$ cat src/rtl/alu_seq_pkg.sv
// Shared constants and types for the alu_seq sequencer and its benches.
// State codes are 3-bit localparams so legacy decoders can reuse them.
package alu_seq_pkg;

  localparam int DATA_W   = 16;
  localparam int ALU_OP_W = 6;
  localparam int NZ_W     = 4;

  localparam logic [2:0] ST_IDLE  = 3'd0;
  localparam logic [2:0] ST_LOADX = 3'd1;
  localparam logic [2:0] ST_LOADY = 3'd2;
  localparam logic [2:0] ST_EXEC  = 3'd3;
  localparam logic [2:0] ST_RESP  = 3'd4;

  localparam logic [ALU_OP_W-1:0] ALU_OP_ADD   = 6'h01;
  localparam logic [ALU_OP_W-1:0] ALU_OP_PASSX = 6'h02;

  typedef struct packed {
    logic [ALU_OP_W-1:0] op;
    logic [DATA_W-1:0]   a;
    logic [DATA_W-1:0]   b;
  } req_t;

  // The ALU cards report per-nibble non-zero flags; the whole word is zero
  // only when every nibble reports zero.
  function automatic logic zero_from_nz(input logic [NZ_W-1:0] nz);
    return ~|nz;
  endfunction

endpackage

$ cat src/rtl/alu_seq_optrack.sv
// Operand tracker: remembers the last X and Y words loaded into the ALU
// cards so a request reusing them can skip the bus load cycle.
// Only exists when ALU_SEQ_OPREUSE_EN is defined.
`ifdef ALU_SEQ_OPREUSE_EN
module alu_seq_optrack
  import alu_seq_pkg::*;
(
  input  logic              clk,
  input  logic              reset_bar,
  input  logic              load_x,
  input  logic              load_y,
  input  logic [DATA_W-1:0] load_data,
  input  logic [DATA_W-1:0] cmp_a,
  input  logic [DATA_W-1:0] cmp_b,
  output logic              x_hit,
  output logic              y_hit
);

  logic [DATA_W-1:0] x_q;
  logic [DATA_W-1:0] y_q;
  logic              x_ok;
  logic              y_ok;

  // Capture whatever word is on the bus when a card load strobe fires.
  always_ff @(posedge clk or negedge reset_bar) begin
    if (!reset_bar) begin
      x_q  <= '0;
      y_q  <= '0;
      x_ok <= 1'b0;
      y_ok <= 1'b0;
    end else begin
      if (load_x) begin
        x_q  <= load_data;
        x_ok <= 1'b1;
      end
      if (load_y) begin
        y_q  <= load_data;
        y_ok <= 1'b1;
      end
    end
  end

  assign x_hit = x_ok && (x_q == cmp_a);
  assign y_hit = y_ok && (y_q == cmp_b);

endmodule
`endif

$ cat src/rtl/alu_seq.sv
// alu_seq: sequences one ALU request over a shared bus to external ALU
// cards (load X, load Y, execute) and returns the captured result.
// Optional operand reuse: define ALU_SEQ_OPREUSE_EN to skip reloading an
// X or Y word the cards already hold.
module alu_seq
  import alu_seq_pkg::*;
(
  input  logic                clk,
  input  logic                reset_bar,
  input  logic                req_valid,
  output logic                req_ready,
  input  logic [ALU_OP_W-1:0] req_op,
  input  logic [DATA_W-1:0]   req_a,
  input  logic [DATA_W-1:0]   req_b,
  output logic                rsp_valid,
  input  logic                rsp_ready,
  output logic [DATA_W-1:0]   rsp_result,
  output logic                rsp_carry,
  output logic                rsp_zero,
  output logic [DATA_W-1:0]   bus_out,
  output logic                bus_oe,
  input  logic [DATA_W-1:0]   bus_in,
  output logic                XI_bar,
  output logic                YI_bar,
  output logic                EO_bar,
  output logic [ALU_OP_W-1:0] ALU_op,
  input  logic                carry_in,
  input  logic [NZ_W-1:0]     nz_in
);

  logic [2:0] state;
  logic [2:0] state_nxt;
  req_t       req_q;
  logic       ready_en;
  logic       req_fire;
  logic       rsp_fire;

  assign req_fire = req_valid && req_ready;
  assign rsp_fire = rsp_valid && rsp_ready;

`ifdef ALU_SEQ_OPREUSE_EN
  logic x_hit;
  logic y_hit;
  logic skip_y;

  alu_seq_optrack u_optrack (
    .clk       (clk),
    .reset_bar (reset_bar),
    .load_x    (~XI_bar),
    .load_y    (~YI_bar),
    .load_data (bus_out),
    .cmp_a     (req_a),
    .cmp_b     (req_b),
    .x_hit     (x_hit),
    .y_hit     (y_hit)
  );

  // Remember at acceptance whether the Y load can be skipped after LOADX.
  always_ff @(posedge clk or negedge reset_bar) begin
    if (!reset_bar) begin
      skip_y <= 1'b0;
    end else if (req_fire) begin
      skip_y <= y_hit;
    end
  end
`endif

  // Next-state selection for the load/execute/respond sequence.
  always_comb begin
    state_nxt = state;
    case (state)
      ST_IDLE: begin
        if (req_fire) begin
`ifdef ALU_SEQ_OPREUSE_EN
          if (!x_hit) begin
            state_nxt = ST_LOADX;
          end else if (!y_hit) begin
            state_nxt = ST_LOADY;
          end else begin
            state_nxt = ST_EXEC;
          end
`else
          state_nxt = ST_LOADX;
`endif
        end
      end
      ST_LOADX: begin
`ifdef ALU_SEQ_OPREUSE_EN
        state_nxt = skip_y ? ST_EXEC : ST_LOADY;
`else
        state_nxt = ST_LOADY;
`endif
      end
      ST_LOADY: state_nxt = ST_EXEC;
      ST_EXEC:  state_nxt = ST_RESP;
      ST_RESP: begin
        if (rsp_fire) begin
          state_nxt = ST_IDLE;
        end
      end
      default:  state_nxt = ST_IDLE;
    endcase
  end

  // State register; reset drops any in-flight request.
  always_ff @(posedge clk or negedge reset_bar) begin
    if (!reset_bar) begin
      state <= ST_IDLE;
    end else begin
      state <= state_nxt;
    end
  end

  // Holds req_ready low until the first clock edge after reset releases.
  always_ff @(posedge clk or negedge reset_bar) begin
    if (!reset_bar) begin
      ready_en <= 1'b0;
    end else begin
      ready_en <= 1'b1;
    end
  end

  // Latch the request fields when it is accepted.
  always_ff @(posedge clk or negedge reset_bar) begin
    if (!reset_bar) begin
      req_q <= '0;
    end else if (req_fire) begin
      req_q <= '{op: req_op, a: req_a, b: req_b};
    end
  end

  // Sample the ALU card outputs at the end of the execute cycle.
  always_ff @(posedge clk or negedge reset_bar) begin
    if (!reset_bar) begin
      rsp_result <= '0;
      rsp_carry  <= 1'b0;
      rsp_zero   <= 1'b0;
    end else if (state == ST_EXEC) begin
      rsp_result <= bus_in;
      rsp_carry  <= carry_in;
      rsp_zero   <= zero_from_nz(nz_in);
    end
  end

  // All strobes are decoded from the single state register, so the bus
  // driver and the ALU output enable can never be active together, and
  // async reset to IDLE releases them immediately.
  assign req_ready = ready_en && (state == ST_IDLE);
  assign rsp_valid = (state == ST_RESP);
  assign bus_oe    = (state == ST_LOADX) || (state == ST_LOADY);
  assign bus_out   = (state == ST_LOADX) ? req_q.a :
                     (state == ST_LOADY) ? req_q.b : '0;
  assign XI_bar    = (state != ST_LOADX);
  assign YI_bar    = (state != ST_LOADY);
  assign EO_bar    = (state != ST_EXEC);
  assign ALU_op    = (state == ST_EXEC) ? req_q.op : '0;

endmodule

$ cat config.mk
export PLATFORM = sky130hd
export DESIGN_NAME = alu_seq
export DESIGN_NICKNAME = d
export VERILOG_FILES = /design/src/rtl/alu_seq_pkg.sv /design/src/rtl/alu_seq_optrack.sv /design/src/rtl/alu_seq.sv
export SDC_FILE = /design/constraint.sdc
export NUM_CORES = 1
export LEC_CHECK = 0
export CAP_MARGIN = 20
export CORE_AREA = 2 2 70 98
export CTS_BUF_LIST = sky130_fd_sc_hd__clkbuf_16
export DETAILED_ROUTE_END_ITERATION = 12
export DIE_AREA = 0 0 72 100
export PLACE_DENSITY = 0.85
export SLEW_MARGIN = 20
export SYNTH_ARGS = -nofsm -noshare
export SYNTH_HDL_FRONTEND = slang
export SYNTH_SLANG_ARGS = --single-unit
$ cat constraint.sdc
create_clock -name clk -period 2 [get_ports clk]
set_input_delay 0.2 -clock clk [delete_from_list [all_inputs] [get_ports clk]]
set_output_delay 0.2 -clock clk [all_outputs]
set_load 0.02 [all_outputs]
# Word level (Yosys, flattened, before mapping)
# Index checks and enable logic that the tools add are counted.
# classes
n_reduce_logical	8
n_mux	6
n_eq_ne	9
# op_table
cell	count
$mux W16	2
$pmux W3 S5	1
$eq A3 B2 Y1 const B	2
$mux W3	2
$mux W6	1
$ne A3 B2 Y1 const B	2
$reduce_or A4 Y1	1
$eq A3 B1 Y1 const B	1
$eq A3 B3 Y1 const B	1
$logic_and A1 B1 Y1	3
$logic_not A3 Y1	1
$ne A3 B1 Y1 const B	1
$ne A2 B1 Y1 const B	1
$ne A2 B2 Y1 const B	1
$reduce_and A2 Y1	1
$logic_not A1 Y1	1
$logic_or A1 B1 Y1	1
# totals
register_bits	60
wordCells	31
inputBits	63

# Logic depth before layout (Yosys ltp)
# Gate-level depths: netlist (run 1).
# depth
depth_word	5
ltp_mapped	6
ltp_nobuf	4

# Worst setup path after synthesis (run 1)
# OpenSTA, ideal clock, no wires.
# synth_path
path_kind	register to register
startpoint	register state[2]
endpoint	register req_q[0] (netlist name)
path_buffers	2
path_slack_ns	0.273
t_arrival_ns	1.602
t_required_ns	1.875
path_stages_with_launch	6
path_cell_list	dfrtp_1 -> nor4b_4 -> nand2_2 -> buf_6 -> buf_6 -> mux2_4
# synth_between
elab_chain_len	3
# synth_rtl
item	line_no	source
from (decl)	alu_seq.sv:31	logic [2:0] state;
from (signal assigned)	alu_seq.sv:110	state <= state_nxt;
$logic_not A3 Y1	alu_seq.sv:148	assign req_ready = ready_en && (state == ST_IDLE);
$logic_and A1 B1 Y1	alu_seq.sv:148	
net req_ready	alu_seq.sv:11	output logic req_ready,
$logic_and A1 B1 Y1	alu_seq.sv:38	assign req_fire = req_valid && req_ready;
to (signal assigned)	alu_seq.sv:128	req_q <= '{op: req_op, a: req_a, b: req_b};
to (decl)	alu_seq.sv:33	req_t req_q;
# The timed path passes the listed nets, and every way through them passes these cells.
# A chain may end at the register's enable or synchronous reset.

# Worst setup path in the final report (run 1)
# layout_path
startpoint	register state[2]
endpoint	output port bus_out[1]
# layout_between
elab_chain_len	3
elab_cells_between_ends	4
classes_between	2 x eq/ne; 2 x mux
# layout_rtl
item	line_no	source
$eq A3 B2 Y1	alu_seq.sv:152	(state == ST_LOADY) ? req_q.b : '0;
$mux W16	alu_seq.sv:152	
$mux W16 (*)	alu_seq.sv:151	assign bus_out = (state == ST_LOADX) ? req_q.a :
to (decl)	alu_seq.sv:20	output logic [DATA_W-1:0] bus_out,
# Mark *: on every way between the ends. The rest lies on a longest branch, timed or not.

==> results.toml, run 1 <==
[timing]
fin_crit_sh = 0.931
report.final.slew_viol_count = 0
period_minus_slack_ns = 1.86
grt_setup_unrepaired = "no"
fmax_ghz = 0.537
tns_ns = 0
holdWs_ns = 0.418
hold_violations = 0
worst_slew_pin_slew_ns = 0.589
fin_ws_ns = 0.138
clock_skew_ns = 0.00591
finalSetupViolCount = 0
slew_headroom = 0.608

[synth]
yosysWarnings = 0
syn_avg_cell_area_um2 = 12.7
synth_top_family_by_area = "multiplexers"
synthTopCellsByArea = "dfrtp_1 58%, mux2_4 12%, mux2_2 7.9%"
synthXorXnorAreaFrac = 0
synth_cell_types = 22
synth-seq-cells = 60
synth_top_area_cell = "dfrtp_1"
synth-simple-area-share = 0.125
muxShareOfSynthArea = 0.195
syn_inst = 203
yosysSeqAreaShare = 0.583
synth-adder-area-share = 0
synth_compound_area_frac = 0.0613
synth.net_count = 266
syn_area_um2 = 2570
synth_top_area_share = 0.583

[route]
drc_errors = 0
vias = 1926
dr.first_iter.drc_count = 78
first_pass_iters = 4
avgRoutedWirePerCell_um = 14.6
wl_mm = 5.86
drtAntennaViolNets = 0
viasPerCell = 4.80

[status]
status = "complete, no violations"

[floorplanning]
core_um2 = 6440
die_x_um = 72
die_height_um = 100
dieArea_um2 = 7200
start_util = 0.400
row_count = 35
pin_count = 109

[layout]
n_antenna_cell = 0
final_layout_size_suffix_gt1_frac = 0.208
fillCellCount = 517
final_common_cell = "clkdlybuf4s50_1"
fin_nets = 386
area_growth_pct = 57.6
layout_common_cells = "79 x clkdlybuf4s50_1, 60 x dfrtp_1, 54 x nand2_1, 28 x dlygate4sd2_1, 20 x mux2_4"
design_area_um2 = 4060

[critical_path]
crit_buf_inv = 2
start_kind = "flop"
end_kind = "primary output"
crit_fanout = 12
cp_slowest_cell = "dfrtp_1"
worstPathRequired_ns = 1.80
critical_path.cell_chain = "nor2_1, and2_1, buf_4, a22o_1, dlygate4sd2_1"
cpPeakStageDelay_ns = 0.40
critPathArrivalTime_ns = 1.66
path_class = "flop to primary output"
cp_top_family = "buffers and inverters"

[cts]
cts_max_level = 3
path_clk_slew_ns = 0.05
cts_tree = "done"
clock_sinks = 60
root_buffer = "clkbuf_16"
numCtsBuffers = 9
post-cts-setup-buffers = 0
clk-insertion-delay-late_ns = 0.31
cts_buffer_depth = 2

[worst_hold_path]
hold_class = "input port to flop"

[placed_design]
dp_hpwl_mm = 4.38
placed_cell_area_um2 = 3800
port_buffers = 108
gp_congestion = 0.777
dp_slack_ns = 0.179

[power]
ir_worst_vdd_v = 0.00100
p_leak_nw = 2.00
power.density_nw_per_um2 = 1600
power_mw = 6.51

[grt]
antenna_found_initial = 0
grt_usage = 0.176
gr-total-overflow = 0
grt_pass1_vias = 2080
grt_max_degree = 39
grt_first_pass_wirelength_mm = 9.71

[flow_run]
maxCapViolCount = 0
## power by group
part | switching, mW | internal (mW) | total (mW)
clock | 0.485 | 0.943 | 1.43
sequential | 0.338 | 1.82 | 2.16
combinational | 1.38 | 1.54 | 2.92
total | 2.20 | 4.30 | 6.51
## path summary, 6_finish.rpt
check	from	end	slack, ns	cells after the start
worst max register to register	state[2]	req_q[33]	0.34	5
worst max-delay path	state[2]	bus_out[1]	0.14	5
max in group asynchronous	reset_bar	req_q[30]	0.97	3
worst min-delay path	carry_in	rsp_carry	0.42	3
worst min register to register	rsp_result[5]	rsp_result[5]	0.48	2
min in group asynchronous	reset_bar	rsp_carry	0.44	2
## synth_stat cells
cell,instances
and2_1,7
a21oi_1,1
o21ai_0,1
nor3_1,1
clkbuf_1,6
buf_6,3
inv_1,4
or4_1,1
mux2_4,20
nor3b_1,1
nand2_2,1
buf_2,3
dfrtp_1,60
nor4b_4,1
mux2_2,18
nand2_1,54
a21o_1,1
and3b_1,1
conb_1,1
nor2_1,1
a22o_1,16
nor3b_2,1
## state kept, by name, summed over array words and instances (netlist names)
signal	flops
rsp_result	16
req_q	38
rsp_carry	1
rsp_zero	1
state	3
ready_en	1
## kinds of logic after synthesis
kind of cell | Yosys count
AND/OR/NAND/NOR | 69
flip-flops | 60
multiplexers | 38
AO/OA/AOI/OAI | 19
buffers and inverters | 16
other | 1
## area by class of cell
cell class                      count  area (um2)  share of cell area
Timing Repair Buffer              121        1180               0.291
Tap cell                           74        92.6              0.0228
Inverter                            4        15.0             0.00370
Clock inverter                      6        56.3              0.0139
Multi-Input combinational cell    127         986               0.243
Clock buffer                        9         225              0.0555
Sequential cell                    60        1500               0.370
## stage by stage
step | cells | util
global route | 401 | 0.630
global placement | 385 | 0.590
finish | 401 | 0.630
CTS | 401 | 0.630
floorplan | 203 | -
detailed placement | 385 | 0.590
## layer usage
layer  up-vias  global-route usage  share of wire
met1       923               0.203           0.40
met2        74               0.310           0.53
li1        924                   -              -
met3         5              0.0452          0.060
met5         -                   0              0
met4         0              0.0653          0.013
## tightest hold or removal path: stages
cell and delay [ns]:
clkdlybuf4s50_1 0.39, nand2_1 0.05, nand2_1 0.04
## timing repair
action                     in CTS  in global routing
hold buffers                    1                  0
gates resized for setup        28                  0
setup endpoints to repair      28                  0
hold endpoints to repair       24                  0
No activity file was read; power rests on OpenSTA's default activity.
==> run 2, diff against run 1 <==
--- a/config.mk
+++ b/config.mk
@@ -5,6 +5,7 @@
 export SDC_FILE = /design/constraint.sdc
 export NUM_CORES = 1
 export LEC_CHECK = 0
+export ABC_CLOCK_PERIOD_IN_PS = 2000
 export CAP_MARGIN = 20
 export CORE_AREA = 2 2 70 98
 export CTS_BUF_LIST = sky130_fd_sc_hd__clkbuf_16
==> results of run 2 <==
The final DEF is identical to that of run 1; final timing and power are the same.
==> patch, RTL diff (flow settings as in run 2) <==
Change the package constant `ALU_OP_W` from 6 to 8.
--- a/src/rtl/alu_seq_pkg.sv
+++ b/src/rtl/alu_seq_pkg.sv
@@ -4,5 +4,5 @@
 
   localparam int DATA_W   = 16;
-  localparam int ALU_OP_W = 6;
+  localparam int ALU_OP_W = 8;
   localparam int NZ_W     = 4;
 
Ports: changed (resized ALU_op and req_op); port bits go from 109 to 113. The function was not compared with the original's and may differ.
==> patch against run 2 <==
- global-route usage rose by 0.76 points
- synthesized area grew 6.6%
- fmax fell by 2.7%
- worst hold slack lost 0.015 ns
- wire length up 3.1%
- first-iteration DRC count up 10%
- setup slack lost 0.052 ns
- cell area is 4.5% higher
- largest power group unchanged
- sequential share of layout area decreased by 0.35 points
- sequential cell count up 2
- power is 4.3% higher
==> patch: results (changes against run 2) <==
* Avg WL per Cell at 14.77 µm (+1.1%)
* Sequential area share after synthesis at 56.54% (-1.8 points)
* Gr usage total at 18.32% (+0.76 points)
* Clock transition at path regs at 0.05 ns (about the same)
* YS warnings at 0 (unchanged)
* Post-synth cell types at 21 (-4.5%)
* Switching power share of the total at 33.45% (-0.41 points)
* Pleak at 0.002148 µW (+7.5%)
* Worst VDD drop at 0.8606 mV (-14%)
* Post-synth top cells: dfrtp_1, nand2_1, mux2_4, a22o_1, and2_1
* Worst R2R End: req_q[33]$_DFFE_PN0P_
* CTS buffer count at 9 (unchanged)
* Port Buf Inserts at 112 (+3.7%)
* Ratio of cells with drive above 1 in the final layout at 20.60% (-0.20 points)
* TritonRoute pass-1 iters at 4 (unchanged)
* Hold Crit Class: input port to async pin
* Fin nets at 396 (+2.6%)
* Clock root cell: clkbuf_16
* Vias in the first global route at 2092 (+0.58%)
* H-Tree Depth at 3 (unchanged)
* Initial antenna violation count at 0 (unchanged)
* Net Count, Synth at 274 (+3.0%)
* Top_reg_cell synth: dfrtp_1
* Main area contributors after synthesis: dfrtp_1, mux2_4, nand2_1
* Worst hold margin at 0.4028 ns (-0.01548 ns)
* Clock Skew at 0.006486 ns (+0.0005770 ns)
* GPL Wtd Cong at 0.7169 (-7.7%)
* CP Data Arrival Time at 1.71 ns (+0.05 ns)
* Largest net degree at the start of global routing at 28 (-28%)
* Asr flop ratio synth at 100.0% (unchanged)
* Antenna cell count at 0 (unchanged)
* Clk_lat worst skew at between 0.3 and 0.4 ns
* Worst R2R Setup Slack at approximately 0.35 ns
* Post-CTS setup repair buffer count at 0 (unchanged)
* Pre-CTS WS at 0.09198 ns (-0.08743 ns)
* Sinks on Clock Net at 62 (+3.3%)
* DP Wirelength at 4416 µm (+0.70%)
* Worst r2r path cells at 4 (-1)
* Slew @ Worst Pin at 0.5456 ns (-0.04313 ns)
* Crit-path max FO at 6 (-6)
* First-pass GRT wire length at 9970 µm (+2.7%)
* Top flop regs: req_q: 40 flops, rsp_result: 16 flops, state: 3 flops
* Status: finished, final reports clean
* Drt initial violations at 86 (+10%)
* Setup crit start: state[2]$_DFFE_PN0P_
* Vias at 1980 (+2.8%)
* Maximum clock insertion buffer count at 2 (unchanged)
[patch: cell count changes after synthesis, sizes merged]
cell / delta
mux2: +2
clkbuf: -3
buf: +3
dfrtp: +2
and2: +2
[patch: routing by layer]
metal	up-vias	share of wire, %	global-route usage (%)
li1	945	-	-
met1	949	40	21.27
met2	75	52	31.05
met3	11	6.3	6.827
met4	0	1.9	6.096
met5	-	0	0
[patch: kinds of logic (layout without fill, tap and decap cells)]
kind of cell / after synthesis / after routing / synth area share, %
other: 1 / 1 / 0.1367
and+or+nand+nor: 71 / 71 / 12.17
buffers and inverters: 16 / 142 / 3.511
muxes: 40 / 40 / 21.89
AOI/OAI and AO/OA: 19 / 19 / 5.745
DFF: 62 / 62 / 56.54
[patch: final cells by class]
| type | instances | area (µm²) |
|---|---|---|
| inverters | 4 | 15.01 |
| repair buffers | 123 | 1199 |
| multi-input cells | 131 | 1096 |
| fillers | 503 | 2201 |
| flip-flops and latches | 62 | 1554 |
| clock buffers | 9 | 225.2 |
| clock inverters | 6 | 55.05 |
| well taps | 74 | 92.59 |
[patch: timing repair]
item                                   CTS  global route
gates resized for setup                 30             5
hold buffers                             1             0
endpoints found under the hold margin   22             0
setup endpoints to repair               29            12
[patch: critical path: stages, from the launching register on]
cell           delay, ns
dfrtp_2             0.45
nor2_1              0.12
and2_1              0.21
buf_4               0.17
a22o_1              0.13
dlygate4sd2_1       0.33
[patch: power by group through the flow]
| stage | logic (µW) | clock network (µW) | registers (µW) |
|---|---|---|---|
| 2_1_floorplan | 1760 | 0 | 2400 |
| 3_3_place_gp | 3220 | 0 | 2240 |
| 3_5_place_dp | 3290 | 0 | 2270 |
| 4_1_cts | 3120 | 1470 | 2270 |
| 5_1_grt | 3290 | 1570 | 2350 |
| 6_report | 3070 | 1440 | 2270 |
[patch: worst max-delay path by stage]
stage | end | slack (ns) | cells past startpoint
CTS | bus_out[11] | 0.03 | 4
finish | bus_out[2] | 0.09 | 5
global route | bus_out[2] | 0.00002 | 5
global placement | bus_out[11] | 0.15 | 4
floorplan | req_q[0]$_DFFE_PN0P_ | 0.33 | 4
detailed placement | bus_out[11] | 0.09 | 5
[patch: metrics by stage]
stage | util, % | total power (µW) | instances | area [µm²]
CTS | 65.66 | 6860 | 409 | 4227
finish | 65.81 | 6787 | 409 | 4237
global placement | 61.69 | 5461 | 393 | 3971
global route | 65.81 | 7212 | 409 | 4237
detailed placement | 61.69 | 5561 | 393 | 3971
floorplan | - | 4165 | 209 | 2744
